===== src/rtl/regfile_dump_reader.sv =====
// regfile_dump_reader: walks a register range through one regfile read port and
// streams each captured (address, data) pair over a valid/ready interface.
module regfile_dump_reader #(
    parameter int AW = 5,
    parameter int DW = 32
) (
    input  logic          clk,
    input  logic          rst,
    input  logic          start,
    input  logic [AW-1:0] first_reg,
    input  logic [AW-1:0] last_reg,
    input  logic          abort,
    output logic          busy,
    output logic          done,
    output logic [AW-1:0] ra,
    input  logic [DW-1:0] rd,
    input  logic          wen_snoop,
    input  logic [AW-1:0] wadd_snoop,
    input  logic [DW-1:0] wdata_snoop,
    output logic          out_valid,
    input  logic          out_ready,
    output logic [AW-1:0] out_addr,
    output logic [DW-1:0] out_data
);
    typedef enum logic [1:0] {IDLE, ADDR, VALID, DONE} state_t;

    state_t        state_q, state_d;
    logic [AW-1:0] ptr_q, ptr_d, ra_q, ra_d, addr_q, addr_d, span;
    logic [AW:0]   count_q, count_d;
    logic [DW-1:0] data_q, data_d, capture;

    assign span = last_reg - first_reg;
    // r0 is hardwired zero; a write landing this cycle beats the stale read port
    assign capture = (ptr_q == '0) ? '0 :
                     (wen_snoop && wadd_snoop == ptr_q) ? wdata_snoop : rd;

    always_comb begin
        state_d = state_q;
        ptr_d   = ptr_q;
        count_d = count_q;
        ra_d    = ra_q;
        addr_d  = addr_q;
        data_d  = data_q;
        unique case (state_q)
            IDLE: if (start) begin
                ptr_d   = first_reg;
                count_d = {1'b0, span} + (AW+1)'(1);
                state_d = ADDR;
            end
            ADDR: begin
                ra_d    = ptr_q;
                addr_d  = ptr_q;
                data_d  = capture;
                state_d = VALID;
            end
            VALID: if (out_ready) begin
                if (count_q > (AW+1)'(1)) begin
                    count_d = count_q - (AW+1)'(1);
                    ptr_d   = ptr_q + AW'(1);
                    state_d = ADDR;
                end else begin
                    state_d = DONE;
                end
            end
            DONE: state_d = IDLE;
        endcase
        if (abort && state_q != IDLE) state_d = IDLE;
    end

    always_ff @(posedge clk or negedge rst) begin
        if (!rst) begin
            state_q <= IDLE;
            ptr_q   <= '0;
            count_q <= '0;
            ra_q    <= '0;
            addr_q  <= '0;
            data_q  <= '0;
        end else begin
            state_q <= state_d;
            ptr_q   <= ptr_d;
            count_q <= count_d;
            ra_q    <= ra_d;
            addr_q  <= addr_d;
            data_q  <= data_d;
        end
    end

    assign busy      = state_q != IDLE;
    assign done      = state_q == DONE;
    assign out_valid = state_q == VALID;
    assign ra        = (state_q == ADDR) ? ptr_q : ra_q;
    assign out_addr  = addr_q;
    assign out_data  = data_q;
endmodule


===== config.mk =====
export PLATFORM = sky130hd
export DESIGN_NAME = regfile_dump_reader
export DESIGN_NICKNAME = d
export VERILOG_FILES = /design/src/rtl/regfile_dump_reader.sv
export SDC_FILE = /design/constraint.sdc
export NUM_CORES = 1
export LEC_CHECK = 0
export BUFFER_PORTS_ARGS = -buffer_cell sky130_fd_sc_hd__buf_2
export CAP_MARGIN = 20
export CORE_MARGIN = 1.5
export CORE_UTILIZATION = 48
export DETAILED_ROUTE_END_ITERATION = 8
export PLACE_DENSITY = 0.81
export SYNTH_ARGS = -nofsm -noshare
export SYNTH_HDL_FRONTEND = slang
export SYNTH_SLANG_ARGS = --single-unit

===== constraint.sdc =====
create_clock -name clk -period 2.54 [get_ports clk]
set_input_delay 0.254 -clock clk [delete_from_list [all_inputs] [get_ports clk]]
set_output_delay 0.254 -clock clk [all_outputs]
set_load 0.1 [all_outputs]

Yosys cells after proc, flatten, opt, wreduce, memory -nomap -nowiden
Index checks and enable logic that the tools add are counted.
Word-level totals
  register bits after elaboration: 55
Operators by class
  add/sub/neg operators: 4
  $lt $le $gt $ge: 1
  equality and inequality tests: 9
  multiplexer cells: 16
  reductions and logical operators: 8
Operator list (number)
  $mux W32: 2
  $mux W5: 4
  $mux W6: 3
  $pmux W6 S2: 1
  $pmux W5 S2: 1
  $mux W2: 4
  $pmux W2 S4: 1
  $add A5 B1 Y6 const B: 1
  $gt A6 B1 Y1 const B: 1
  $sub A6 B1 Y6 const B: 1
  $add A5 B1 Y5 const B: 1
  $eq A5 B5 Y1: 1
  $logic_not A5 Y1: 1
  $sub A5 B5 Y5: 1
  $eq A2 B2 Y1 const B: 2
  $ne A2 B1 Y1 const B: 2
  $reduce_and A4 Y1: 1
  $reduce_bool A2 Y1: 2
  $ne A3 B1 Y1 const B: 1
  $ne A3 B3 Y1 const B: 1
  $eq A2 B1 Y1 const B: 1
  $logic_and A1 B1 Y1: 2
  $logic_not A2 Y1: 1
  $ne A2 B2 Y1 const B: 1
  $reduce_and A2 Y1: 1

Depth between registers and ports, before layout
  depth after elaboration: 5
  mapped depth: 9
  mapped depth without buffers: 9

Least setup slack after synthesis
OpenSTA, ideal clock, no wires.
  path type: flip-flop to flip-flop
  start point: reg state_q[0]
  end point: reg ptr_q[3]
  data arrival time: 2.196 ns
  data required time: 2.403 ns
  path slack: 0.207 ns
  stages on the path, launching flop included: 8
  path buffers: 2
  period minus slack after synthesis: 2.333 ns
  cells stage by stage: dfrtp_1 -> nand2b_1 -> buf_2 -> inv_2 -> clkbuf_1 -> nand2_1 -> o22ai_1 -> a21oi_1
On the way
  word-level cells in the longest chain between the ends: 3
  elaborated cells on any way between the ends: 8
RTL lines
  from (decl): RTL line 27  | state_t state_q, state_d;
  from (signal assigned): RTL line 79  | state_q <= state_d;
  $eq A2 B2 Y1 (*)
  net out_valid: RTL line 20  | output logic out_valid,
  $ne A2 B1 Y1 (no source line) or $reduce_bool A2 Y1 (tied branches)
  $reduce_and A4 Y1 (no source line)
  to (signal assigned): RTL line 80  | ptr_q <= ptr_d;
  to (decl): RTL line 28  | logic [AW-1:0] ptr_q, ptr_d, ra_q, ra_d, addr_q, addr_d, span;
Mark *: on every way through the listed nets, which the timed path passes. The rest lies on a longest branch.
A chain may end at the register's enable or synchronous reset.

Worst setup path in the final report
  start point: reg state_q[0]
  end point: out out_valid
On the way
  word-level cells in the longest chain between the ends: 1
RTL lines
  $eq A2 B2 Y1: RTL line 90  | assign out_valid = state_q == VALID;
  to (decl): RTL line 20
No other way between the ends.

==> reports/metrics.json <==
{
  "status": "finished clean",
  "route.vias.total": 2653,
  "report.final.hold_viol_count": 0,
  "netlist_top_cells_area": "dfrtp_1 (46%), mux2i_1 (11%), nand2_1 (8.6%), o21ai_1 (5.4%), ha_1 (3.8%)",
  "grt_overflow_total": 0,
  "synthesis_warning_total": 0,
  "grt_start_max_net_pins": 56,
  "cts_made_buffers": 5,
  "worst-r2r-cell-count": 8,
  "synth.yosys.seq_area_share_pct": 46.3,
  "final_layout_size_suffix_gt1_share_pct": 34.9,
  "dieWidth_um": 81.7,
  "drt_drc_violations_left": 0,
  "drt_wl_total_mm": 7.09,
  "fin_worst_skew_ps": 4.66,
  "mappedNetlistArea_um2": 2970,
  "areaGrowthSynthToFinish_pct": 29.0,
  "drt_iter0_markers": 111,
  "ir_worst_vdd_mv": 0.939,
  "power.density_nw_per_um2": 1270,
  "data_required_time_of_the_worst_path_ps": 2290,
  "timing.critical_path.fanout_max": 21,
  "postCtsResizedCells": 0,
  "worst_setup_hold_path_clk_slew_ps": 100,
  "finalSetupTns_ps": 0,
  "post-route-min-period_ps": 2200,
  "critical_path.endpoint_type": "output pin",
  "initial_antenna_violation_count": 0,
  "cts_setup_buffers": 0,
  "final_cell_count_no_fill": 511,
  "syn-num-nets": 405,
  "final_core_utilization_pct": 64.4,
  "hold_buffers": 0,
  "slew_violations": 0,
  "cts_root_buf": "clkbuf_8",
  "period_share_pct": 86.6,
  "timing.final.setup_violations": 0,
  "io_buffer_count": 129,
  "postSynth.asyncResetShare_pct": 100,
  "synth_simple_gate_area_share_pct": 16.3,
  "detail_route.first_pass.iterations": 4,
  "max_freq_mhz": 455,
  "power.static_leakage_nw": 1.91,
  "slowest_stage_delay_on_critical_path_ps": 490,
  "ys_seq_elements": 55,
  "max_cap_violations": 0,
  "worst-slew-pin-transition_ps": 676,
  "global_route_wire_length_before_repair_mm": 10.8,
  "design.final.nets": 530,
  "dp.final_hpwl_mm": 5.53,
  "route.detailed.vias_per_inst": 5.19,
  "detail_route.wl_per_cell_um": 13.9,
  "cts-htree-levels": 2,
  "crit-reg2reg-launch": "count_q[0]",
  "rsz0062_at_grt": "false",
  "synthAdderAreaFrac_pct": 4.46,
  "synthDominantAreaCellType": "dfrtp_1",
  "antenna_diode_count": 0,
  "max-clock-path-buffers": 2,
  "cts_tree": "yes",
  "fraction_of_the_mapped_netlist_area_in_compound_gates_pct": 12.8,
  "regToRegSetupSlack_ps": 420,
  "synth_enable_flop_cells": 0,
  "first_global_vias": 2452,
  "grt_use_total_pct": 21.0,
  "final_antenna_net_count": 0,
  "crit_arrival_ps": 1950,
  "worst_setup_path_start_kind": "flip-flop",
  "dieHeight_um": 81.7,
  "cp_max_stage_cell": "buf_2",
  "max-slew-margin-rel_pct": 54.9,
  "post_synth_mux_area_share_pct": 10.8,
  "r2r-end": "ptr_q[2]",
  "synth_xor_area_share_pct": 3.24,
  "place_congestion": 0.774,
  "fp.coreArea_um2": 5960,
  "critical-path-top-delay-family": "buffers and inverters",
  "synth_top_family_by_area": "simple AND/OR/NAND/NOR gates",
  "clk_lat_worst_skew_ps": 300,
  "worstHoldPathType": "input pin to asynchronous set/reset pin",
  "critPathKind": "flip-flop to output pin",
  "avgSynthCellArea_um2": 9.59,
  "io_pins": 130,
  "yosys.area.top_type_share_pct": 46.3,
  "critical_path_buf_inv_count": 3,
  "dp_cells": 503,
  "worstPathCellList": "nand2b_1 > buf_4 > inv_2 > buf_2",
  "initial_core_util_pct": 49.9,
  "synth_cell_types": 43,
  "row_count": 28,
  "design.die.area_um2": 6670,
  "clock-sinks": 55,
  "syn_inst": 310,
  "synthFlopType": "dfrtp_1"
}
==> sequential cells by signal, indices dropped and copies added (netlist names) <==
signal,cells
ra_q,5
state_q,2
count_q,6
ptr_q,5
out_addr,5
out_data,32
==> layout make-up <==
cell class,count,area [µm²]
clock inverter,1,7.51
sequential,55,1380
multi-input combinational,224,1430
timing repair buffer,136,786
tap,75,93.8
fill,498,2120
clock buffer,7,96.3
inverter,13,48.8
==> stage by stage <==
step / worst slack (ps) / area (µm²) / power, W / hold WS [ps]
finish: 341 / 3830 / 0.00488 / 67.7
global route: 235 / 3830 / 0.00511 / 121
CTS: 327 / 3830 / 0.00491 / 95.6
detailed placement: 428 / 3730 / 0.00439 / 427
global placement: 505 / 3730 / 0.00433 / 425
floorplan: 207 / 2970 / 0.00375 / -41.6
==> kinds of logic (layout without fill, tap and decap cells) <==
kind of cell / Yosys count / in the layout
AND/OR/NAND/NOR: 105 / 105
buffers and inverters: 31 / 157
flip-flops: 55 / 55
XOR/XNOR: 11 / 11
AO/OA/AOI/OAI: 66 / 66
multiplexers: 32 / 32
adder cells (fa/ha/maj): 10 / 10
==> synth_stat cells (2+ instances only) <==
cell type	instances
nor2b_1	2
nand3_1	9
a211oi_1	3
a21oi_1	11
mux2i_1	32
o21ai_0	5
o211ai_1	2
xor2_1	9
dfrtp_1	55
ha_1	9
nor4_1	2
xnor2_1	2
nand2b_1	4
inv_1	12
nor2_1	8
buf_12	3
o22ai_1	3
nand3b_1	2
clkbuf_1	10
buf_6	2
buf_2	3
o21ai_1	32
a21o_1	2
and3_1	2
nand2_1	68
==> power breakdown <==
part | internal [W] | switching (W)
registers | 0.00117 | 0.000199
logic | 0.000605 | 0.00238
clock network | 0.000248 | 0.000269
==> worst max-delay path by stage <==
| stage | from | end | slack (ps) | cells past startpoint |
|---|---|---|---|---|
| 2_1_floorplan | state_q[0] | ptr_q[3] | 210 | 7 |
| 3_3_place_gp | count_q[0] | count_q[5] | 510 | 7 |
| 3_5_place_dp | count_q[0] | ptr_q[2] | 430 | 8 |
| 4_1_cts | state_q[0] | out_valid | 330 | 4 |
| 5_1_grt | state_q[0] | out_valid | 240 | 4 |
| 6_report | state_q[0] | out_valid | 340 | 4 |
==> metal layers <==
metal	routed length, µm	share of wire [%]	global-route usage [%]
met4	89	1.3	5.08
met5	0	0	0
met3	434	6.1	4.00
met1	3030	43	25.3
met2	3540	50	38.6
==> cells in the final DEF, fill, tap and decap left out, types with 3 or more instances in the layout <==
master,n
nor2_1,8
nand3_1,9
o22ai_1,3
o21ai_0,5
xor2_1,9
inv_1,12
nand2b_1,4
ha_1,9
nand2_1,68
clkbuf_8,7
buf_12,6
buf_2,124
mux2i_1,32
dfrtp_1,55
a21oi_1,11
o21ai_1,32
buf_4,6
Note: power is estimated with default switching activity, not from simulation.
